**src/rtl/lc3_control_unit_if.sv**
```systemverilog
// Control-unit <-> datapath/memory bundle: status inputs in, control word and memory request out.
// master = control sequencer, slave = datapath / memory side.
interface lc3_control_unit_if #(
  parameter int STATE_W = 5
);
  logic               run;
  logic [15:0]        ir;
  logic               n;
  logic               z;
  logic               p;
  logic               mem_r;

  logic               ld_mar;
  logic               ld_mdr;
  logic               ld_ir;
  logic               ld_pc;
  logic               ld_reg;
  logic               ld_cc;
  logic               gate_pc;
  logic               gate_mdr;
  logic               gate_alu;
  logic               gate_marmux;
  logic [1:0]         pcmux;
  logic               addr1mux;
  logic [1:0]         addr2mux;
  logic               marmux;
  logic [1:0]         sr1mux;
  logic [1:0]         drmux;
  logic [1:0]         aluk;
  logic               mio_en;
  logic               r_w;
  logic               halted;
  logic               mem_err;
  logic [STATE_W-1:0] state_o;

  modport master (
    input  run, ir, n, z, p, mem_r,
    output ld_mar, ld_mdr, ld_ir, ld_pc, ld_reg, ld_cc,
           gate_pc, gate_mdr, gate_alu, gate_marmux,
           pcmux, addr1mux, addr2mux, marmux, sr1mux, drmux, aluk,
           mio_en, r_w, halted, mem_err, state_o
  );

  modport slave (
    output run, ir, n, z, p, mem_r,
    input  ld_mar, ld_mdr, ld_ir, ld_pc, ld_reg, ld_cc,
           gate_pc, gate_mdr, gate_alu, gate_marmux,
           pcmux, addr1mux, addr2mux, marmux, sr1mux, drmux, aluk,
           mio_en, r_w, halted, mem_err, state_o
  );
endinterface

```
**src/rtl/lc3_control_unit.sv**
```systemverilog
// Moore LC-3 sequencer (ADD/AND/NOT/BR/JMP/LD/ST/LDR/STR); fetch+decode 4 cycles, ALU/BR/JMP 5, loads/stores 7.
// Memory states stall on mem_r; a stall reaching MEM_WAIT_MAX cycles sets mem_err and halts.
module lc3_control_unit #(
  parameter int MEM_WAIT_MAX = 15,
  parameter int STATE_W      = 5
) (
  input  logic                 clk,
  input  logic                 reset,
  lc3_control_unit_if.master   bus
);

  localparam int CNT_W = $clog2(MEM_WAIT_MAX + 1);

  // S_IDLE is encoded as zero so the debug port reads 0 out of reset.
  typedef enum logic [4:0] {
    S_IDLE = 5'd0,
    S_F1   = 5'd1,
    S_F2   = 5'd2,
    S_F3   = 5'd3,
    S_DEC  = 5'd4,
    S_OP   = 5'd5,
    S_BR   = 5'd6,
    S_JMP  = 5'd7,
    S_LD1  = 5'd8,
    S_LDR1 = 5'd9,
    S_RD   = 5'd10,
    S_LD3  = 5'd11,
    S_ST1  = 5'd12,
    S_STR1 = 5'd13,
    S_ST2  = 5'd14,
    S_WR   = 5'd15,
    S_HALT = 5'd16
  } state_t;

  state_t           state;
  state_t           state_nxt;
  logic [CNT_W-1:0] wait_cnt;
  logic             mem_err_q;
  logic             in_wait;
  logic             timeout;
  logic             br_taken;
  logic [3:0]       opcode;
  logic             unused_ir;

  assign opcode    = bus.ir[15:12];
  assign unused_ir = ^bus.ir[8:0];
  assign br_taken  = (bus.ir[11] & bus.n) | (bus.ir[10] & bus.z) | (bus.ir[9] & bus.p);
  assign in_wait   = (state == S_F2) || (state == S_RD) || (state == S_WR);
  // A ready on the last allowed cycle still wins over the timeout.
  assign timeout   = in_wait && !bus.mem_r && (wait_cnt == CNT_W'(MEM_WAIT_MAX - 1));

  always_ff @(posedge clk or negedge reset) begin
    if (!reset) begin
      state     <= S_IDLE;
      wait_cnt  <= '0;
      mem_err_q <= 1'b0;
    end else begin
      state <= state_nxt;
      if (in_wait && !bus.mem_r && !timeout) begin
        wait_cnt <= wait_cnt + 1'b1;
      end else begin
        wait_cnt <= '0;
      end
      if (timeout) begin
        mem_err_q <= 1'b1;
      end
    end
  end

  assign bus.mem_err = mem_err_q;
  assign bus.state_o = STATE_W'(state);

  always_comb begin
    state_nxt       = state;
    bus.ld_mar      = 1'b0;
    bus.ld_mdr      = 1'b0;
    bus.ld_ir       = 1'b0;
    bus.ld_pc       = 1'b0;
    bus.ld_reg      = 1'b0;
    bus.ld_cc       = 1'b0;
    bus.gate_pc     = 1'b0;
    bus.gate_mdr    = 1'b0;
    bus.gate_alu    = 1'b0;
    bus.gate_marmux = 1'b0;
    bus.pcmux       = 2'b00;
    bus.addr1mux    = 1'b0;
    bus.addr2mux    = 2'b00;
    bus.marmux      = 1'b0;
    bus.sr1mux      = 2'b00;
    bus.drmux       = 2'b00;
    bus.aluk        = 2'b00;
    bus.mio_en      = 1'b0;
    bus.r_w         = 1'b0;
    bus.halted      = 1'b0;

    unique case (state)
      S_IDLE: begin
        if (bus.run) state_nxt = S_F1;
      end

      S_F1: begin
        bus.gate_pc = 1'b1;
        bus.ld_mar  = 1'b1;
        bus.ld_pc   = 1'b1;
        bus.pcmux   = 2'b00;
        state_nxt   = S_F2;
      end

      S_F2, S_RD: begin
        bus.mio_en = 1'b1;
        bus.r_w    = 1'b0;
        bus.ld_mdr = bus.mem_r;
        if (bus.mem_r) begin
          state_nxt = (state == S_F2) ? S_F3 : S_LD3;
        end else if (timeout) begin
          state_nxt = S_HALT;
        end
      end

      S_F3: begin
        bus.gate_mdr = 1'b1;
        bus.ld_ir    = 1'b1;
        state_nxt    = S_DEC;
      end

      S_DEC: begin
        case (opcode)
          4'b0001, 4'b0101, 4'b1001: state_nxt = S_OP;
          4'b0000:                   state_nxt = S_BR;
          4'b1100:                   state_nxt = S_JMP;
          4'b0010:                   state_nxt = S_LD1;
          4'b0110:                   state_nxt = S_LDR1;
          4'b0011:                   state_nxt = S_ST1;
          4'b0111:                   state_nxt = S_STR1;
          default:                   state_nxt = S_HALT;
        endcase
      end

      S_OP: begin
        bus.sr1mux   = 2'b01;
        bus.gate_alu = 1'b1;
        bus.ld_reg   = 1'b1;
        bus.ld_cc    = 1'b1;
        bus.drmux    = 2'b00;
        case (opcode)
          4'b0101: bus.aluk = 2'b01;
          4'b1001: bus.aluk = 2'b10;
          default: bus.aluk = 2'b00;
        endcase
        state_nxt = S_F1;
      end

      S_BR: begin
        if (br_taken) begin
          bus.ld_pc    = 1'b1;
          bus.pcmux    = 2'b10;
          bus.addr1mux = 1'b0;
          bus.addr2mux = 2'b10;
        end
        state_nxt = S_F1;
      end

      S_JMP: begin
        bus.ld_pc    = 1'b1;
        bus.pcmux    = 2'b10;
        bus.addr1mux = 1'b1;
        bus.addr2mux = 2'b00;
        bus.sr1mux   = 2'b01;
        state_nxt    = S_F1;
      end

      // PC-relative MAR load (LD/ST) versus BaseR+offset6 (LDR/STR).
      S_LD1, S_ST1: begin
        bus.gate_marmux = 1'b1;
        bus.marmux      = 1'b1;
        bus.addr1mux    = 1'b0;
        bus.addr2mux    = 2'b10;
        bus.ld_mar      = 1'b1;
        state_nxt       = (state == S_LD1) ? S_RD : S_ST2;
      end

      S_LDR1, S_STR1: begin
        bus.gate_marmux = 1'b1;
        bus.marmux      = 1'b1;
        bus.addr1mux    = 1'b1;
        bus.addr2mux    = 2'b01;
        bus.sr1mux      = 2'b01;
        bus.ld_mar      = 1'b1;
        state_nxt       = (state == S_LDR1) ? S_RD : S_ST2;
      end

      S_LD3: begin
        bus.gate_mdr = 1'b1;
        bus.ld_reg   = 1'b1;
        bus.ld_cc    = 1'b1;
        bus.drmux    = 2'b00;
        state_nxt    = S_F1;
      end

      S_ST2: begin
        bus.sr1mux   = 2'b00;
        bus.aluk     = 2'b11;
        bus.gate_alu = 1'b1;
        bus.ld_mdr   = 1'b1;
        state_nxt    = S_WR;
      end

      S_WR: begin
        bus.mio_en = 1'b1;
        bus.r_w    = 1'b1;
        if (bus.mem_r) begin
          state_nxt = S_F1;
        end else if (timeout) begin
          state_nxt = S_HALT;
        end
      end

      S_HALT: begin
        bus.halted = 1'b1;
        state_nxt  = S_HALT;
      end

      default: begin
        state_nxt = S_IDLE;
      end
    endcase
  end

endmodule

```
**src/flat_wrapper.sv**
```systemverilog
// flat-port wrapper written by rule: the top's interface ports become plain ports
module lc3_control_unit_flat 
#(
  parameter int MEM_WAIT_MAX = 15,
  parameter int STATE_W      = 5
)
  (clk, reset, bus_run, bus_ir, bus_n, bus_z, bus_p, bus_mem_r, bus_ld_mar, bus_ld_mdr, bus_ld_ir, bus_ld_pc, bus_ld_reg, bus_ld_cc, bus_gate_pc, bus_gate_mdr, bus_gate_alu, bus_gate_marmux, bus_pcmux, bus_addr1mux, bus_addr2mux, bus_marmux, bus_sr1mux, bus_drmux, bus_aluk, bus_mio_en, bus_r_w, bus_halted, bus_mem_err, bus_state_o);
  lc3_control_unit_if #(.STATE_W(STATE_W)) bus_i ();
  input  logic clk;
  input  logic reset;
  input wire logic [$bits(bus_i.run)-1:0] bus_run;
  input wire logic [$bits(bus_i.ir)-1:0] bus_ir;
  input wire logic [$bits(bus_i.n)-1:0] bus_n;
  input wire logic [$bits(bus_i.z)-1:0] bus_z;
  input wire logic [$bits(bus_i.p)-1:0] bus_p;
  input wire logic [$bits(bus_i.mem_r)-1:0] bus_mem_r;
  output wire logic [$bits(bus_i.ld_mar)-1:0] bus_ld_mar;
  output wire logic [$bits(bus_i.ld_mdr)-1:0] bus_ld_mdr;
  output wire logic [$bits(bus_i.ld_ir)-1:0] bus_ld_ir;
  output wire logic [$bits(bus_i.ld_pc)-1:0] bus_ld_pc;
  output wire logic [$bits(bus_i.ld_reg)-1:0] bus_ld_reg;
  output wire logic [$bits(bus_i.ld_cc)-1:0] bus_ld_cc;
  output wire logic [$bits(bus_i.gate_pc)-1:0] bus_gate_pc;
  output wire logic [$bits(bus_i.gate_mdr)-1:0] bus_gate_mdr;
  output wire logic [$bits(bus_i.gate_alu)-1:0] bus_gate_alu;
  output wire logic [$bits(bus_i.gate_marmux)-1:0] bus_gate_marmux;
  output wire logic [$bits(bus_i.pcmux)-1:0] bus_pcmux;
  output wire logic [$bits(bus_i.addr1mux)-1:0] bus_addr1mux;
  output wire logic [$bits(bus_i.addr2mux)-1:0] bus_addr2mux;
  output wire logic [$bits(bus_i.marmux)-1:0] bus_marmux;
  output wire logic [$bits(bus_i.sr1mux)-1:0] bus_sr1mux;
  output wire logic [$bits(bus_i.drmux)-1:0] bus_drmux;
  output wire logic [$bits(bus_i.aluk)-1:0] bus_aluk;
  output wire logic [$bits(bus_i.mio_en)-1:0] bus_mio_en;
  output wire logic [$bits(bus_i.r_w)-1:0] bus_r_w;
  output wire logic [$bits(bus_i.halted)-1:0] bus_halted;
  output wire logic [$bits(bus_i.mem_err)-1:0] bus_mem_err;
  output wire logic [$bits(bus_i.state_o)-1:0] bus_state_o;
  assign bus_i.run = bus_run;
  assign bus_i.ir = bus_ir;
  assign bus_i.n = bus_n;
  assign bus_i.z = bus_z;
  assign bus_i.p = bus_p;
  assign bus_i.mem_r = bus_mem_r;
  assign bus_ld_mar = bus_i.ld_mar;
  assign bus_ld_mdr = bus_i.ld_mdr;
  assign bus_ld_ir = bus_i.ld_ir;
  assign bus_ld_pc = bus_i.ld_pc;
  assign bus_ld_reg = bus_i.ld_reg;
  assign bus_ld_cc = bus_i.ld_cc;
  assign bus_gate_pc = bus_i.gate_pc;
  assign bus_gate_mdr = bus_i.gate_mdr;
  assign bus_gate_alu = bus_i.gate_alu;
  assign bus_gate_marmux = bus_i.gate_marmux;
  assign bus_pcmux = bus_i.pcmux;
  assign bus_addr1mux = bus_i.addr1mux;
  assign bus_addr2mux = bus_i.addr2mux;
  assign bus_marmux = bus_i.marmux;
  assign bus_sr1mux = bus_i.sr1mux;
  assign bus_drmux = bus_i.drmux;
  assign bus_aluk = bus_i.aluk;
  assign bus_mio_en = bus_i.mio_en;
  assign bus_r_w = bus_i.r_w;
  assign bus_halted = bus_i.halted;
  assign bus_mem_err = bus_i.mem_err;
  assign bus_state_o = bus_i.state_o;
  lc3_control_unit #(.MEM_WAIT_MAX(MEM_WAIT_MAX), .STATE_W(STATE_W)) u_core (.clk(clk), .reset(reset), .bus(bus_i));
endmodule
```
**config.mk**
```make
export PLATFORM = sky130hd
export DESIGN_NAME = lc3_control_unit_flat
export DESIGN_NICKNAME = d
export VERILOG_FILES = /design/src/rtl/lc3_control_unit_if.sv /design/src/rtl/lc3_control_unit.sv /design/src/flat_wrapper.sv
export SDC_FILE = /design/constraint.sdc
export NUM_CORES = 1
export LEC_CHECK = 0
export BUFFER_PORTS_ARGS = -buffer_cell sky130_fd_sc_hd__clkbuf_2
export CAP_MARGIN = 10
export CORE_ASPECT_RATIO = 0.7
export CORE_MARGIN = 2
export CORE_UTILIZATION = 46
export CTS_CLUSTER_DIAMETER = 30
export DETAILED_ROUTE_END_ITERATION = 10
export PLACE_DENSITY = 0.95
export SLEW_MARGIN = 10
export SYNTH_ARGS = -nofsm -noshare
export SYNTH_HDL_FRONTEND = slang
export SYNTH_SLANG_ARGS = --single-unit
```
**constraint.sdc**
```tcl
create_clock -name clk -period 3.4 [get_ports clk]
set_input_delay 0.68 -clock clk [delete_from_list [all_inputs] [get_ports clk]]
set_output_delay 0.68 -clock clk [all_outputs]
set_load 0.01 [all_outputs]
```
==> results.yml <==
outcome:
  outcome: "completed"
grt:
  grt_first_pass_wirelength_mm: 3.69
  grtUsageTotal: 0.211
  first_global_vias: 806
  grt_max_degree: 19
  antenna_found_initial: 0
  overflow: 0
floorplanning:
  coreArea_um2: 1850
  die_x_um: 57.2
  initial_core_util: 0.491
  die_h_um: 41.2
  die_area_um2: 2350
  ios: 54
  std_cell_rows: 13
placed_design:
  gp_congestion: 0.912
  port-buffer-count: 40
  dp_hpwl_mm: 1.84
  placed_cells: 173
sta:
  min_period_ns: 2.84
  fin_crit_sh: 0.836
  setup_viol: 0
  max_slew_margin: 0.662
  clock_skew_ns: 0.00355
  timing.fmax_mhz: 352
  finalSetupTns_ns: 0
  timing.hold.ws_ns: 0.247
  slew_violations: 0
  worst-slew-pin-transition_ns: 0.507
  rsz0062_at_grt: "false"
  hold_violations: 0
route:
  avgViaCountPerCell: 5.74
  wl_met2_mm: 1.07
  dr.pass1.iters: 4
  drt_iter0_markers: 47
  wirelength_met1_mm: 1.05
  wl_per_cell_um: 13.2
  top_layer_used: "met4"
  vias: 1016
  wirelength_mm: 2.33
  drc: 0
  postRouteAntennaNets: 0
  wl_met3_um: 162
pwr:
  vdd.ir_drop.worst_mv: 0.370
  powerDensity_nw_per_um2: 658
  total_power_mw: 0.737
  p_leak_nw: 0.583
clock_tree:
  ctsHoldBuffers: 0
  cts_resized: 0
  cts.clk_slew.worst_paths_ns: 0.07
  max-clock-path-buffers: 2
  cts_tree: "done"
  clock-sinks: 10
  cts_made_buffers: 3
  cts-root-buf: "clkbuf_4"
  clk_latency_ns: 0.28
  htree_num_levels: 1
  cts_setup_buffers: 0
worst_setup_path:
  critPathArrivalTime_ns: 2.16
  startpoint_type: "flip-flop"
  crit_chain: "or3b_4 > or4b_1 > o21ai_1 > clkbuf_2"
  end_kind: "output port"
  worst_path_largest_cell_delay_ns: 0.62
  worstPathRequired_ns: 2.72
  worst-setup-path-type: "reg2out"
  crit_slowest_cell: "dfrtp_1"
  crit_fanout: 16
logic_synthesis:
  synth.distinct_cells: 39
  seq_area_frac_synth: 0.275
  synthCells: 120
  ys_warn_count: 0
  mappedNetlistArea_um2: 910
  synth_area_per_cell_um2: 7.58
  ys_seq_elements: 10
run:
  max_cap_viol_count: 0
hold_path:
  hold_path.class: "in2async"
layout:
  syn_to_final_growth_pct: 23.1
  diodes: 0
  mostFrequentLayoutCells: "clkbuf_2 (40), nor2_1 (11), dfrtp_1 (10), nand2_1 (7), o21ai_0 (7)"
  layout.cells.non_filler: 177
  nNetsFinal: 181
  fill_cells: 161
  drive_above_1_share: 0.323
  layout_commonest_cell: "clkbuf_2"
-- per-layer routing --
layer  track usage  vias to the layer above
met3        0.0315                        6
met5             0                        -
met2         0.345                       47
met1         0.281                      466
li1              -                      497
met4         0.105                        0
-- metrics by stage --
step           setup WS, ns  area, um^2   util
2_1_floorplan          1.09         921      -
3_3_place_gp          0.901        1080  0.584
3_5_place_dp          0.863        1080  0.584
4_1_cts               0.550        1120  0.604
5_1_grt               0.429        1120  0.604
6_report              0.558        1120  0.604
-- layout make-up --
class,instances,area [um^2],share of cell area
tap,22,27.5,0.0246
clock buffer,4,36.3,0.0324
sequential,10,250,0.223
timing repair buffer,41,208,0.185
inverter,4,15.0,0.0134
multi-input combinational,96,583,0.521
-- sequential cells by signal (all words and copies together) (netlist names) --
signal              count
u_core.wait_cnt         4
u_core.bus.mem_err      1
u_core.bus.state_o      5
-- cells by family (layout without fill, tap and decap cells) --
kind of cell    Yosys count  count (layout)  share of synthesized area
simple gates             58              58                      0.359
compound gates           30              30                      0.219
buf+inv                  17              49                     0.0963
flops                    10              10                      0.275
fa+ha+maj                 2               2                     0.0275
xor+xnor                  2               2                     0.0193
other cells               1               4                    0.00412
-- Yosys cell counts, drive strengths merged --
| library cell | number | area share |
|---|---|---|
| a211oi | 1 | 0.0083 |
| a31oi | 2 | 0.014 |
| a21boi | 1 | 0.0083 |
| clkbuf | 6 | 0.025 |
| or2 | 3 | 0.021 |
| inv | 4 | 0.017 |
| ha | 2 | 0.028 |
| nor3 | 6 | 0.033 |
| nand2 | 7 | 0.029 |
| a222oi | 1 | 0.011 |
| o21ai | 9 | 0.050 |
| nor2b | 4 | 0.028 |
| o21a | 1 | 0.0083 |
| nor4b | 2 | 0.019 |
| o2111ai | 1 | 0.0096 |
| a21oi | 6 | 0.033 |
| buf | 7 | 0.055 |
| o211a | 1 | 0.011 |
| nand2b | 6 | 0.041 |
| conb | 1 | 0.0041 |
| a221o | 1 | 0.011 |
| nor2 | 11 | 0.045 |
| or3 | 3 | 0.021 |
| a32oi | 2 | 0.019 |
| and3 | 2 | 0.014 |
| nand3b | 3 | 0.025 |
| o21bai | 2 | 0.017 |
| or3b | 2 | 0.022 |
| dfrtp | 10 | 0.28 |
| nor4 | 2 | 0.014 |
| nand3 | 5 | 0.028 |
| a2bb2oi | 2 | 0.019 |
| xor2 | 1 | 0.0096 |
| xnor2 | 1 | 0.0096 |
| or4b | 1 | 0.011 |
| and3b | 1 | 0.0096 |
-- worst max-delay path: cells and delay by family, from the launching register on --
family / cells / cell delay, ns
AO/OA/AOI/OAI: 1 / 0.15
buffers and inverters: 1 / 0.15
flip-flops: 1 / 0.62
AND/OR/NAND/NOR: 2 / 0.97
-- final timing paths --
path / from / endpoint / slack, ns / depth (start not counted)
setup / recovery: u_core.bus.state_o[2] / bus_aluk[0] / 0.56 / 4
hold / removal: reset / u_core.wait_cnt[2] / 0.25 / 1
setup reg to reg: u_core.bus.state_o[0] / u_core.bus.state_o[3] / 1.52 / 4
hold reg to reg: u_core.bus.mem_err / u_core.bus.mem_err / 0.47 / 1
max in group asynchronous: reset / u_core.bus.state_o[3] / 2.95 / 1
min in group clk: u_core.bus.mem_err / u_core.bus.mem_err / 0.47 / 1
-- report_power, final --
part           leakage (nW)  switching (mW)  internal (mW)
clock network        0.0210          0.0472         0.0652
logic                 0.429           0.229          0.177
registers             0.133          0.0744          0.144
total                 0.583           0.350          0.387
Power figures use the tool's default switching activity.
